==> src/rtl/jk_pkg.sv <==
// Shared encodings and the per-bit JK next-state rule for the JK register bank.
package jk_pkg;

  localparam logic [1:0] MODE_JK   = 2'b00;
  localparam logic [1:0] MODE_LOAD = 2'b01;
  localparam logic [1:0] MODE_SHL  = 2'b10;
  localparam logic [1:0] MODE_SHR  = 2'b11;

  localparam int TCNT_W = 16;

  // Classic JK characteristic: 00 hold, 01 clear, 10 set, 11 toggle.
  function automatic logic jk_next(input logic q, input logic j, input logic k);
    case ({j, k})
      2'b00:   jk_next = q;
      2'b01:   jk_next = 1'b0;
      2'b10:   jk_next = 1'b1;
      default: jk_next = ~q;
    endcase
  endfunction

endpackage

==> src/rtl/jk_reg_bank_if.sv <==
// Control and status bundle of jk_reg_bank; master drives controls, slave is the bank.
// Optional TCNT is present only when JK_TOGGLE_CNT_EN is defined.
interface jk_reg_bank_if #(parameter int WIDTH = 4);
  import jk_pkg::*;

  // Level-sensitive controls, no handshake: inputs are sampled on every rising
  // CLK edge and Q/Qbar/SOUT/CHG are valid throughout the following cycle.
  logic             EN;
  logic [1:0]       MODE;
  logic [WIDTH-1:0] J;
  logic [WIDTH-1:0] K;
  logic [WIDTH-1:0] D;
  logic             SIN;
  logic [WIDTH-1:0] Q;
  logic [WIDTH-1:0] Qbar;
  logic             SOUT;
  logic             CHG;
`ifdef JK_TOGGLE_CNT_EN
  logic [TCNT_W-1:0] TCNT;

  modport master (output EN, MODE, J, K, D, SIN, input Q, Qbar, SOUT, CHG, TCNT);
  modport slave  (input EN, MODE, J, K, D, SIN, output Q, Qbar, SOUT, CHG, TCNT);
`else
  modport master (output EN, MODE, J, K, D, SIN, input Q, Qbar, SOUT, CHG);
  modport slave  (input EN, MODE, J, K, D, SIN, output Q, Qbar, SOUT, CHG);
`endif

endinterface

==> src/rtl/jk_reg_bank_cell.sv <==
// Single-bit JK flip-flop with synchronous active-high reset to RST_BIT and clock enable.
module jk_cell
  import jk_pkg::*;
(
  input  logic CLK,
  input  logic RST,
  input  logic EN,
  input  logic J,
  input  logic K,
  input  logic RST_BIT,
  output logic Q
);

  always_ff @(posedge CLK) begin
    if (RST) begin
      Q <= RST_BIT;
    end else if (EN) begin
      Q <= jk_next(Q, J, K);
    end
  end

endmodule

==> src/rtl/jk_reg_bank.sv <==
// WIDTH-bit JK register bank with JK, parallel-load and shift modes.
// Optional toggle counter output TCNT when JK_TOGGLE_CNT_EN is defined.
module jk_reg_bank
  import jk_pkg::*;
#(
  parameter int               WIDTH   = 4,
  parameter logic [WIDTH-1:0] RST_VAL = {WIDTH{1'b0}}
) (
  input logic          CLK,
  input logic          RST,
  jk_reg_bank_if.slave bus
);

  logic [WIDTH-1:0] q;
  logic [WIDTH-1:0] tgt;
  logic [WIDTH-1:0] eff_j;
  logic [WIDTH-1:0] eff_k;
  logic [WIDTH-1:0] q_next;
  logic             chg_q;

  // Non-JK modes steer every cell to a target bit via J=d, K=~d, so only
  // the inputs belonging to the selected mode ever reach the cells.
  always_comb begin
    tgt   = q;
    eff_j = bus.J;
    eff_k = bus.K;
    case (bus.MODE)
      MODE_LOAD: tgt = bus.D;
      MODE_SHL:  tgt = {q[WIDTH-2:0], bus.SIN};
      MODE_SHR:  tgt = {bus.SIN, q[WIDTH-1:1]};
      default:   tgt = q;
    endcase
    if (bus.MODE != MODE_JK) begin
      eff_j = tgt;
      eff_k = ~tgt;
    end
    for (int i = 0; i < WIDTH; i++) begin
      q_next[i] = jk_next(q[i], eff_j[i], eff_k[i]);
    end
  end

  for (genvar gi = 0; gi < WIDTH; gi++) begin : g_cell
    jk_cell u_cell (
      .CLK     (CLK),
      .RST     (RST),
      .EN      (bus.EN),
      .J       (eff_j[gi]),
      .K       (eff_k[gi]),
      .RST_BIT (RST_VAL[gi]),
      .Q       (q[gi])
    );
  end

  always_ff @(posedge CLK) begin
    if (RST) begin
      chg_q <= 1'b0;
    end else if (bus.EN) begin
      chg_q <= (q_next != q);
    end else begin
      chg_q <= 1'b0;
    end
  end

`ifdef JK_TOGGLE_CNT_EN
  logic [TCNT_W-1:0] tcnt_q;

  // Counts edges that set CHG, saturating rather than wrapping.
  always_ff @(posedge CLK) begin
    if (RST) begin
      tcnt_q <= '0;
    end else if (bus.EN && (q_next != q) && (tcnt_q != {TCNT_W{1'b1}})) begin
      tcnt_q <= tcnt_q + 1'b1;
    end
  end

  assign bus.TCNT = tcnt_q;
`endif

  assign bus.Q    = q;
  assign bus.Qbar = ~q;
  assign bus.SOUT = (bus.MODE == MODE_SHL) ? q[WIDTH-1] : q[0];
  assign bus.CHG  = chg_q;

endmodule

==> src/flat_wrapper.sv <==
// flat-port wrapper written by rule: the top's interface ports become plain ports
module jk_reg_bank_flat import jk_pkg::*;
#(
  parameter int               WIDTH   = 4,
  parameter logic [WIDTH-1:0] RST_VAL = {WIDTH{1'b0}}
)
  (CLK, RST, bus_EN, bus_MODE, bus_J, bus_K, bus_D, bus_SIN, bus_Q, bus_Qbar, bus_SOUT, bus_CHG);
  jk_reg_bank_if #(.WIDTH(WIDTH)) bus_i ();
  input logic CLK;
  input logic RST;
  input wire logic [$bits(bus_i.EN)-1:0] bus_EN;
  input wire logic [$bits(bus_i.MODE)-1:0] bus_MODE;
  input wire logic [$bits(bus_i.J)-1:0] bus_J;
  input wire logic [$bits(bus_i.K)-1:0] bus_K;
  input wire logic [$bits(bus_i.D)-1:0] bus_D;
  input wire logic [$bits(bus_i.SIN)-1:0] bus_SIN;
  output wire logic [$bits(bus_i.Q)-1:0] bus_Q;
  output wire logic [$bits(bus_i.Qbar)-1:0] bus_Qbar;
  output wire logic [$bits(bus_i.SOUT)-1:0] bus_SOUT;
  output wire logic [$bits(bus_i.CHG)-1:0] bus_CHG;
  assign bus_i.EN = bus_EN;
  assign bus_i.MODE = bus_MODE;
  assign bus_i.J = bus_J;
  assign bus_i.K = bus_K;
  assign bus_i.D = bus_D;
  assign bus_i.SIN = bus_SIN;
  assign bus_Q = bus_i.Q;
  assign bus_Qbar = bus_i.Qbar;
  assign bus_SOUT = bus_i.SOUT;
  assign bus_CHG = bus_i.CHG;
  jk_reg_bank #(.WIDTH(WIDTH), .RST_VAL(RST_VAL)) u_core (.CLK(CLK), .RST(RST), .bus(bus_i));
endmodule
==> config.mk <==
export PLATFORM = sky130hd
export DESIGN_NAME = jk_reg_bank_flat
export DESIGN_NICKNAME = d
export VERILOG_FILES = /design/src/rtl/jk_pkg.sv /design/src/rtl/jk_reg_bank_if.sv /design/src/rtl/jk_reg_bank_cell.sv /design/src/rtl/jk_reg_bank.sv /design/src/flat_wrapper.sv
export SDC_FILE = /design/constraint.sdc
export NUM_CORES = 1
export LEC_CHECK = 0
export CORE_AREA = 4 4 42 44
export DETAILED_ROUTE_END_ITERATION = 16
export DIE_AREA = 0 0 46 48
export GPL_TIMING_DRIVEN = 0
export PLACE_DENSITY_LB_ADDON = 0.3
export RECOVER_POWER = 25
export SLEW_MARGIN = 20
export SYNTH_ARGS = -nofsm -noshare
export SYNTH_HDL_FRONTEND = slang
export SYNTH_SLANG_ARGS = --single-unit
export TNS_END_PERCENT = 100
==> constraint.sdc <==
create_clock -name CLK -period 3.9 [get_ports CLK]
set_input_delay 0.975 -clock CLK [delete_from_list [all_inputs] [get_ports CLK]]
set_output_delay 0.975 -clock CLK [all_outputs]
set_load 0.02 [all_outputs]
==> results of run 1 <==
power breakdown:
| part | leakage [nW] | internal (W) | total [W] | switching [W] |
|---|---|---|---|---|
| sequential | 0.0414 | 0.0000557 | 0.0000617 | 0.00000606 |
| combinational | 0.321 | 0.0000520 | 0.0000966 | 0.0000446 |
| clock | 0.0150 | 0.0000386 | 0.0000579 | 0.0000193 |
| total | 0.377 | 0.000146 | 0.000216 | 0.0000700 |
synth_stat cells (3+ instances only):
cell       n
inv_1      9
mux2i_1   11
a211oi_1   3
a21oi_1    5
nand2_1    7
dfxtp_1    5
nand3_1    4
nor2_1     4
o21ai_0    3
nor3_1     4
buf_4      4
worst max path at each step:
stage / slack, ns / cells after the start / start / end
5_1_grt: 0.08 / 4 / bus_MODE[1] / bus_SOUT
3_3_place_gp: 0.29 / 4 / bus_MODE[1] / bus_SOUT
3_5_place_dp: 0.28 / 4 / bus_MODE[1] / bus_SOUT
2_1_floorplan: 1.15 / 3 / bus_MODE[0] / bus_SOUT
4_1_cts: 0.28 / 4 / bus_MODE[1] / bus_SOUT
6_report: 0.20 / 4 / bus_MODE[1] / bus_SOUT
kinds of logic after synthesis:
group           after synthesis  synth area share
flops                         5             0.177
compound gates               20             0.243
simple gates                 23             0.190
mux                          11             0.195
buf+inv                      18             0.195
final cells by class:
type	count	area (sq um)	area share
inverters	10	37.5	0.0435
flip-flops and latches	5	100	0.116
well taps	16	20.0	0.0232
plain buffers	8	72.6	0.0842
clock buffers	4	26.3	0.0305
multi-input cells	54	355	0.412
repair buffers	25	250	0.290
stage by stage:
stage | cells | hold slack, ns | power (W)
2_1_floorplan | 77 | 0.523 | 0.000118
3_3_place_gp | 118 | 0.565 | 0.000159
3_5_place_dp | 118 | 0.565 | 0.000160
4_1_cts | 122 | 0.569 | 0.000221
5_1_grt | 122 | 0.609 | 0.000233
6_report | 122 | 0.565 | 0.000216
sequential cells by signal, summed over array words and instances (netlist names):
name                    flops
u_core.bus.CHG              1
u_core.g_cell.u_cell.Q      4
routing by layer:
layer / up-vias / track usage / share of wire / routed length, um
li1: 330 / - / - / -
met1: 281 / 0.182 / 0.44 / 658
met2: 22 / 0.239 / 0.49 / 725
met3: 0 / 0.0263 / 0.071 / 105
met4: 0 / 0.0682 / 0 / 0
met5: - / 0 / 0 / 0
critical path, cell delays in order:
cell and delay [ns]:
dlygate4sd3_1 0.57, clkinv_1 0.24, o31ai_1 0.29, clkdlybuf4s50_1 0.64
==> impl_metrics.tcl, run 1 <==
set metrics [dict create \
    timing.final.crit_share 0.949 \
    coreArea_sq_um 1440 \
    syn_avg_cell_area_sq_um 7.34 \
    crit_path_start_kind "input port" \
    hold_viol 0 \
    dp_hpwl_mm 1.21 \
    ys_ff_latch 5 \
    dr.pass1.iters 4 \
    timing.rr.start "u_core.g_cell[0].u_cell.Q" \
    rsz0062_at_grt "false" \
    synth_cells 77 \
    finalSetupViolCount 0 \
    die_x_um 46 \
    rr_endpoint "u_core.bus.CHG" \
    yosys_most_used_dff "dfxtp_1" \
    final_common_cell "clkdlybuf4s50_1" \
    setup_tns_ns 0 \
    gp_congestion 0.802 \
    maxCapViolations 0 \
    clk_latency_ns 0.24 \
    yosys_warnings 0 \
    n_fill_cell 129 \
    maxSlewHeadroom 0.764 \
    grt_max_degree 11 \
    path_clk_slew_ns 0.04 \
    p_leak_nw 0.377 \
    required_ns 2.92 \
    p_per_area_nw_per_um2 251 \
    ys_types 29 \
    ioPinCount 28 \
    num_antenna_cells 0 \
    reg2regPathDepth 5 \
    synth_top_area_cell "mux2i_1" \
    async_reset_ff_frac 0 \
    worst_pin_slew_ns 0.349 \
    slew_violations 0 \
    whs_path_depth 2 \
    wl_mm 1.49 \
    hp-class "register to register" \
    fin_util 0.600 \
    max_freq_mhz 270 \
    grt_overflow 0 \
    num_rows 14 \
    setup_ws_ns 0.201 \
    period_minus_slack_ns 3.70 \
    dieArea_sq_um 2210 \
    final_cell_mix "23 x clkdlybuf4s50_1, 11 x mux2i_1, 9 x inv_1" \
    start_util 0.394 \
    syn_to_final_growth_pct 52.4 \
    final_cell_area_sq_um 862 \
    cts_hold_buf 0 \
    ctsResizeCount 0 \
    wl_per_cell_um 12.2 \
    syn-cell-area_sq_um 566 \
    die_y_um 48 \
    drcViolationCount 0 \
    ys_top_cells_by_area "mux2i_1 19%, dfxtp_1 18%, inv_1 6.0%" \
    first_global_vias 551 \
    grt_pass1_wl_mm 2.30 \
    status "finished clean" \
    globalRouteTotalUtil 0.145 \
    ys_seq_area_frac 0.177 \
    r2r_setup_slack_ns 2.53 \
    dr.first_iter.drc_count 17 \
    criticalPathCategory "input port to output pin" \
    synth.top_cell.area_share 0.195 \
    cts_setup_buffers 0 \
    port_buffers 25 \
    cts_max_path_buffers 2 \
    worst_hold_startpoint "u_core.g_cell[3].u_cell.Q" \
    placed_area_sq_um 836 \
    design.final.nets 125 \
    synth-edff-count 0 \
    finalClockSkew_ns 0.00156 \
    holdPathEnd "u_core.g_cell[3].u_cell.Q" \
    cp_data_arrival_time_ns 2.72 \
    ir_worst_vdd_mv 0.199 \
    cts_made_buffers 3 \
    drive_gt1_frac 0.113 \
    antenna_found_initial 0 \
    critPathMaxFanout 10 \
    cts-root-buf "clkbuf_4" \
    htreeDepth 1 \
    cts.sinks 5 \
    vias 633 \
    pre_cts_ws_ns 0.283 \
    ant_nets 0 \
    synthesis.nets 95 \
    post_drt_via_cell_ratio 5.19 \
    end_kind "output pin" \
    tritoncts "done" \
]
Power figures use the tool's default switching activity.
==> run 2: changes to the inputs <==
CORE_AREA = 4 4 41 43   (was 4 4 42 44)
DIE_AREA = 0 0 45 47   (was 0 0 46 48)
DONT_BUFFER_PORTS = 1   (was not set)
==> impl_metrics.tcl, run 2 (synthesized netlist as in run 1, its figures left out) <==
set metrics [dict create \
    status "finished clean" \
    dieArea_sq_um 2120 \
    hp-class "register to register" \
    gr-usage-met1 0.169 \
    htreeDepth 1 \
    wl_mm 1.34 \
    die_y_um 47 \
    post_drt_via_cell_ratio 5.79 \
    crit_path_start_kind "input port" \
    timing.final.crit_share 0.804 \
    worst_hold_startpoint "u_core.g_cell[3].u_cell.Q" \
    top_usage_layer "met2" \
    tritoncts "done" \
    timing.rr.start "u_core.g_cell[1].u_cell.Q" \
    use_met3 0.0728 \
    num_rows 13 \
    maxSlewHeadroom 0.541 \
    netSwitchingFraction 0.368 \
    cts_setup_buffers 0 \
    dp_hpwl_mm 1.05 \
    final_common_cell "mux2i_1" \
    drcViolationCount 0 \
    syn_to_final_growth_pct 3.76 \
    cts_made_buffers 3 \
    start_util 0.435 \
    reg2regPathDepth 5 \
    final_cell_mix "11 x mux2i_1, 9 x inv_1, 7 x nand2_1" \
    maxCapViolations 0 \
    dr.first_iter.drc_count 22 \
    grt_pass1_wl_mm 2.28 \
    p_seq_frac 0.337 \
    drive_gt1_frac 0.123 \
    first_global_vias 537 \
    p_switching_w 0.0000688 \
    vias 556 \
    wl_per_cell_um 13.9 \
    critPathMaxFanout 10 \
    whs_path_depth 2 \
    period_minus_slack_ns 3.14 \
    grt_overflow 0 \
    clk_latency_ns 0.25 \
    dr.pass1.iters 4 \
    antenna_found_initial 0 \
    criticalPathCategory "input port to output pin" \
    design.final.nets 100 \
    hold_viol 0 \
    finalClockSkew_ns 0.00345 \
    cts_hold_buf 0 \
    power.share.clock 0.338 \
    internal_power_w 0.000118 \
    ioPinCount 28 \
    fin_util 0.451 \
    globalRouteMet2Util 0.246 \
    rsz0062_at_grt "false" \
    rr_endpoint "u_core.bus.CHG" \
    r2r_setup_slack_ns 2.43 \
    die_x_um 45 \
    cts_max_path_buffers 2 \
    num_antenna_cells 0 \
    grt_max_degree 11 \
    required_ns 2.92 \
    ir_worst_vdd_mv 0.139 \
    cts.sinks 5 \
    port_buffers 0 \
    largest_reg_flops 4 \
    end_kind "output pin" \
    worst_pin_slew_ns 0.683 \
    path_clk_slew_ns 0.04 \
    finalSetupViolCount 0 \
    p_comb_frac 0.325 \
    p_leak_nw 0.264 \
    p_per_area_nw_per_um2 318 \
    ant_nets 0 \
    holdPathEnd "u_core.g_cell[3].u_cell.Q" \
    max_freq_mhz 319 \
    slew_violations 0 \
    gp_congestion 0.851 \
    cts-root-buf "clkbuf_4" \
    ctsResizeCount 0 \
    coreArea_sq_um 1300 \
    top_register "u_core.g_cell.u_cell.Q" \
    cp_data_arrival_time_ns 2.16 \
    globalRouteTotalUtil 0.149 \
    setup_tns_ns 0 \
]
run 2: cell count changes in the layout (fill, tap and decap cells not counted):
cell	before	now
clkdlybuf4s50_1	23	0
buf_6	1	0
buf_12	1	0
clkbuf_1	2	4
dlygate4sd3_1	2	0
run 2: per-stage QoR:
step	total power (W)	area [sq um]	setup slack, ns	hold slack [ns]	cells
finish	0.000187	587	0.764	0.575	96
global route	0.000201	587	0.571	0.603	96
detailed placement	0.000127	584	1.05	0.568	92
CTS	0.000192	611	1.05	0.575	96
floorplan	0.000118	566	1.15	0.523	77
global placement	0.000127	584	1.05	0.568	92
run 2: power by group through the flow:
stage          clock (W)  sequential, W  combinational (W)
2_1_floorplan          0      0.0000620          0.0000562
3_3_place_gp           0      0.0000639          0.0000630
3_5_place_dp           0      0.0000637          0.0000636
4_1_cts        0.0000658      0.0000628          0.0000637
5_1_grt        0.0000693      0.0000636          0.0000684
6_report       0.0000632      0.0000630          0.0000607
run 2: critical path, cell delays in order:
cell      delay (ns)
clkbuf_1        0.31
clkbuf_1        0.52
o21ai_0         0.15
o31ai_1         0.21
run 2: final cells by class:
type / instances / area (sq um)
Multi-Input combinational cell: 54 / 355
Clock buffer: 4 / 26.3
Buffer: 8 / 48.8
Sequential cell: 5 / 100
Inverter: 10 / 37.5
Tap cell: 15 / 18.8
Fill cell: 149 / 714
run 2: metal layers:
layer	vias up	part of all wire
li1	284	-
met3	2	0.11
met2	21	0.49
met1	249	0.40
met4	0	0.0060
met5	-	0
run 2: worst max path at each step:
stage                     cells after the start       end        start  slack (ns)
final                                         4  bus_SOUT  bus_MODE[0]        0.76
after global routing                          4  bus_SOUT  bus_MODE[0]        0.57
after CTS                                     2  bus_SOUT  bus_MODE[1]        1.05
after detailed placement                      2  bus_SOUT  bus_MODE[1]        1.05
after global placement                        2  bus_SOUT  bus_MODE[1]        1.05
after floorplan                               3  bus_SOUT  bus_MODE[0]        1.15
==> run 3: changes to the inputs <==
clock period = 3.28 ns   (was 3.9 ns; I/O delays follow)
==> impl_metrics.tcl, run 3 (synthesized netlist as in run 1, its figures left out) <==
set metrics [dict create \
    status "finished clean" \
    top_usage_layer "met2" \
    holdPathEnd "u_core.g_cell[3].u_cell.Q" \
    largest_reg_flops 4 \
    syn_to_final_growth_pct 5.09 \
    ioPinCount 28 \
    ctsResizeCount 0 \
    maxCapViolations 0 \
    r2r_setup_slack_ns 1.81 \
    die_y_um 47 \
    gr-usage-met1 0.169 \
    num_rows 13 \
    cts_max_path_buffers 2 \
    cts_made_buffers 3 \
    fin_util 0.457 \
    worst_hold_startpoint "u_core.g_cell[3].u_cell.Q" \
    grt_overflow 0 \
    fin_cells 96 \
    cp_num_buf_inv 2 \
    crit_path_start_kind "input port" \
    vias 557 \
    htreeDepth 1 \
    rsz0062_at_grt "false" \
    die_x_um 45 \
    wl_mm 1.34 \
    cts.sinks 5 \
    hp-class "register to register" \
    wl_per_cell_um 13.9 \
    antenna_found_initial 0 \
    cpPeakStageDelay_ns 0.65 \
    cts-root-buf "clkbuf_4" \
    total_power_w 0.000223 \
    port_buffers 0 \
    coreArea_sq_um 1300 \
    finalClockSkew_ns 0.00347 \
    dr.first_iter.drc_count 22 \
    drcViolationCount 0 \
    timing.final.crit_share 0.820 \
    tritoncts "done" \
    setup_tns_ns 0 \
    critPathMaxFanout 10 \
    cts_setup_buffers 0 \
    worst_pin_slew_ns 0.683 \
    globalRouteMet2Util 0.246 \
    clk_latency_ns 0.25 \
    p_per_area_nw_per_um2 375 \
    timing.rr.start "u_core.g_cell[1].u_cell.Q" \
    post_drt_via_cell_ratio 5.80 \
    max_freq_mhz 372 \
    ir_worst_vdd_mv 0.165 \
    p_leak_nw 0.269 \
    grt_max_degree 11 \
    final_common_cell "mux2i_1" \
    required_ns 2.46 \
    use_met3 0.0728 \
    critPathTopFamily "compound AO/OA/AOI/OAI gates" \
    globalRouteTotalUtil 0.149 \
    dr.pass1.iters 4 \
    reg2regPathDepth 5 \
    cp_data_arrival_time_ns 1.87 \
    dp_hpwl_mm 1.05 \
    first_global_vias 537 \
    design.final.nets 100 \
    hold_viol 0 \
    cp_slowest_cell "o31ai_1" \
    whs_path_depth 2 \
    drive_gt1_frac 0.136 \
    grt_pass1_wl_mm 2.28 \
    cts_hold_buf 0 \
    finalSetupViolCount 0 \
    start_util 0.435 \
    ant_nets 0 \
    top_register "u_core.g_cell.u_cell.Q" \
    slew_violations 0 \
    cp_cell_sequence "buf_6, clkbuf_1, o31ai_1" \
    end_kind "output pin" \
    gp_congestion 0.851 \
    pre_cts_ws_ns 0.745 \
    path_clk_slew_ns 0.04 \
    rr_endpoint "u_core.bus.CHG" \
    period_minus_slack_ns 2.69 \
    maxSlewHeadroom 0.541 \
    num_antenna_cells 0 \
    criticalPathCategory "input port to output pin" \
    post-place-cells 92 \
    dieArea_sq_um 2120 \
    setup_ws_ns 0.589 \
    final_cell_mix "11 x mux2i_1, 9 x inv_1, 7 x nand2_1" \
]
==> run 3: worst reg2reg max path, stage by stage (launching register included) <==
cell	delay, ns
dfxtp_1	0.45
inv_1	0.20
a21oi_1	0.15
a311o_1	0.13
nand4_1	0.11
o311a_1	0.31
==> run 3: how the worst max path moves through the flow <==
stage / startpoint / endpoint / slack [ns] / depth (start not counted)
after floorplan: bus_MODE[0] / bus_SOUT / 0.84 / 3
after global placement: bus_MODE[1] / bus_SOUT / 0.74 / 2
after detailed placement: bus_MODE[1] / bus_SOUT / 0.74 / 2
after CTS: bus_MODE[1] / bus_SOUT / 0.74 / 2
after global routing: bus_MODE[0] / bus_SOUT / 0.49 / 3
final: bus_MODE[0] / bus_SOUT / 0.59 / 3
==> run 3: final cells by class <==
cell class                      instances  area [sq um]
Sequential cell                         5           100
Multi-Input combinational cell         54           355
Inverter                               10          37.5
Buffer                                  8          56.3
Clock buffer                            4          26.3
Fill cell                             149           707
Tap cell                               15          18.8
==> run 3: per-stage QoR <==
stage	cell area, sq um	hold slack (ns)
finish	594	0.575
global placement	584	0.568
floorplan	566	0.523
detailed placement	584	0.568
CTS	611	0.575
global route	594	0.603
==> run 3: layer usage <==
| metal | share of wire | routed length [um] |
|---|---|---|
| met1 | 0.40 | 530 |
| met2 | 0.49 | 654 |
| met3 | 0.11 | 143 |
| met4 | 0.0060 | 8 |
| met5 | 0 | 0 |
==> run 3: power breakdown <==
| part | total (W) | internal (W) | leakage (nW) | switching (W) |
|---|---|---|---|---|
| Clock | 0.0000751 | 0.0000462 | 0.0150 | 0.0000289 |
| Combinational | 0.0000731 | 0.0000290 | 0.213 | 0.0000441 |
| Sequential | 0.0000749 | 0.0000662 | 0.0414 | 0.00000872 |
| Total | 0.000223 | 0.000141 | 0.269 | 0.0000817 |
==> RTL edit, RTL diff (config.mk and constraints of run 3) <==
`WIDTH` is set to 4 in 3 places; all go to 6.
--- a/src/rtl/jk_reg_bank_if.sv
+++ b/src/rtl/jk_reg_bank_if.sv
@@ -2,3 +2,3 @@
 // Optional TCNT is present only when JK_TOGGLE_CNT_EN is defined.
-interface jk_reg_bank_if #(parameter int WIDTH = 4);
+interface jk_reg_bank_if #(parameter int WIDTH = 6);
   import jk_pkg::*;
--- a/src/rtl/jk_reg_bank.sv
+++ b/src/rtl/jk_reg_bank.sv
@@ -5,3 +5,3 @@
 #(
-  parameter int               WIDTH   = 4,
+  parameter int               WIDTH   = 6,
   parameter logic [WIDTH-1:0] RST_VAL = {WIDTH{1'b0}}
--- a/src/flat_wrapper.sv
+++ b/src/flat_wrapper.sv
@@ -3,3 +3,3 @@
 #(
-  parameter int               WIDTH   = 4,
+  parameter int               WIDTH   = 6,
   parameter logic [WIDTH-1:0] RST_VAL = {WIDTH{1'b0}}
Interface: changed (5 resized); port bits go from 28 to 38. No check against the original RTL was run, so the function may have changed too.
==> RTL edit against run 3 <==
Critical path depth grew 1; power grew 34%; final area grew 43%; wire length grew 61%; worst setup slack lost 0.15 ns; fmax shrank 5.2%; clock power grew 13%; area after synthesis grew 46%; sequential cell count grew 2; critical path type unchanged.
==> RTL edit: results (changes against run 3) <==
{| class="wikitable"
! Metric !! Value
|-
| Launch point of the worst reg-to-reg path || u_core.g_cell[2].u_cell.Q (was u_core.g_cell[1].u_cell.Q)
|-
| Via-to-Cell Ratio || 6.38 (was 5.80)
|-
| Final estimated routing congestion in global placement || 0.873 (was 0.851)
|-
| Top cells by area in the synthesized netlist || sky130_fd_sc_hd__dfxtp_1 (17%), sky130_fd_sc_hd__mux2i_1 (7.3%), sky130_fd_sc_hd__buf_4 (5.5%) (was sky130_fd_sc_hd__mux2i_1 (19%), sky130_fd_sc_hd__dfxtp_1 (18%), sky130_fd_sc_hd__inv_1 (6.0%))
|-
| Overall fraction of global-route tracks in use || 0.227 (was 0.149)
|-
| Slew at the pin closest to its max-slew limit || 0.724 ns (was 0.683 ns)
|-
| Synth warnings || 0 (unchanged)
|-
| Minimum setup slack among reg-to-reg paths || 1.63 ns (was 1.81 ns)
|-
| Internal Power || 0.184 mW (was 0.141 mW)
|-
| Gate Count Post-Synth || 111 (was 77)
|-
| Met2 GRT Util || 0.364 (was 0.246)
|-
| Reported leakage power || 0.357 nW (was 0.269 nW)
|-
| Share of post-route cells with drive strength above 1 || 0.165 (was 0.136)
|-
| Reg clk slew, reported paths || 0.06 ns (was 0.04 ns)
|-
| Commonest cells in the synthesized netlist || sky130_fd_sc_hd__nand2_1 (12), sky130_fd_sc_hd__inv_1 (11), sky130_fd_sc_hd__nor2_1 (9), sky130_fd_sc_hd__a21oi_1 (8), sky130_fd_sc_hd__dfxtp_1 (7) (was sky130_fd_sc_hd__mux2i_1 (11), sky130_fd_sc_hd__inv_1 (9), sky130_fd_sc_hd__nand2_1 (7), sky130_fd_sc_hd__a21oi_1 (5), sky130_fd_sc_hd__dfxtp_1 (5))
|-
| Met3 Usage GRT || 0.0805 (was 0.0728)
|-
| Net count reported at finish || 140 (was 100)
|-
| Number of cells traversed by the worst register-to-register path || 6 (was 5)
|-
| H-Tree Depth || 1 (unchanged)
|-
| Hold depth || 2 (unchanged)
|-
| Routed WL per cell || 16.6 microns (was 13.9 microns)
|-
| Distinct cell type count after synthesis || 35 (was 29)
|-
| Placed wire-length estimate || 1670 microns (was 1050 microns)
|-
| Initial DRC Count || 36 (was 22)
|-
| Flip-flop count of the largest register, all copies and words added || 6 (was 4)
|-
| CP arrival || 2.02 ns (was 1.87 ns)
|-
| Fill cells || 134 (was 149)
|-
| Vias in the first global route || 836 (was 537)
|-
| Outcome || completed (unchanged)
|-
| Path class of the lowest-slack min-delay path || reg -> reg (unchanged)
|-
| Sequential area share after synthesis || 0.170 (was 0.177)
|-
| Post-route clock skew || 0.00238 ns (was 0.00347 ns)
|-
| Global routing met1 resource utilization || 0.264 (was 0.169)
|-
| Worst ir drop on vdd || 0.000173 V (was 0.000165 V)
|-
| First-pass GRT wire length || 3480 microns (was 2280 microns)
|}
==> RTL edit: cell count changes after synthesis, moves of 5 or more <==
cell	before	now
sky130_fd_sc_hd__nand2_1	7	12
sky130_fd_sc_hd__mux2i_1	11	6
sky130_fd_sc_hd__nor2_1	4	9
sky130_fd_sc_hd__o211ai_1	1	6
==> RTL edit: final cells by class <==
type	count	share of cell area
Inverter	11	0.0486
Clock buffer	4	0.0309
Sequential cell	7	0.165
Tap cell	15	0.0221
Buffer	14	0.102
Multi-Input combinational cell	79	0.632
==> RTL edit: critical path: stages <==
cell and delay, ns:
sky130_fd_sc_hd__buf_6 0.13, sky130_fd_sc_hd__clkbuf_1 0.25, sky130_fd_sc_hd__buf_6 0.22, sky130_fd_sc_hd__o31ai_1 0.60
==> RTL edit: worst max-delay path by stage <==
| stage | startpoint | to | slack, ns | cells after the start |
|---|---|---|---|---|
| after CTS | bus_MODE[0] | bus_SOUT | 0.62 | 4 |
| after detailed placement | bus_MODE[0] | bus_SOUT | 0.63 | 4 |
| after global routing | bus_MODE[0] | bus_SOUT | 0.38 | 4 |
| after global placement | bus_MODE[0] | bus_SOUT | 0.64 | 4 |
| after floorplan | bus_MODE[0] | bus_SOUT | 0.70 | 4 |
| final | bus_MODE[0] | bus_SOUT | 0.44 | 4 |
==> RTL edit: power by group through the flow <==
| stage | sequential (mW) | combinational (mW) | clock, mW |
|---|---|---|---|
| 4_1_cts | 0.101 | 0.116 | 0.0824 |
| 2_1_floorplan | 0.0998 | 0.0994 | 0 |
| 3_5_place_dp | 0.102 | 0.115 | 0 |
| 3_3_place_gp | 0.102 | 0.112 | 0 |
| 6_report | 0.101 | 0.113 | 0.0845 |
| 5_1_grt | 0.102 | 0.123 | 0.0945 |
==> RTL edit: cells by family (layout without fill, tap and decap cells) <==
family,count (synthesis),in the layout,synth area share
compound gates,36,36,0.305
buf+inv,25,29,0.173
flops,7,7,0.170
mux,11,11,0.168
simple gates,32,32,0.184
==> RTL edit: metal layers <==
metal / part of all wire / routed length, microns / vias up
met4: 0.015 / 32 / 0
met5: 0 / 0 / -
met2: 0.48 / 1040 / 49
met1: 0.40 / 861 / 375
li1: - / - / 401
met3: 0.10 / 219 / 5
==> RTL edit: per-stage QoR <==
step                std cells  setup WS (ns)  hold slack (ns)  area (sq um)
global route              130          0.385            0.597           850
CTS                       130          0.622            0.575           870
finish                    130          0.443            0.579           850
floorplan                 111          0.704            0.506           825
detailed placement        126          0.630            0.568           843
global placement          126          0.635            0.552           843
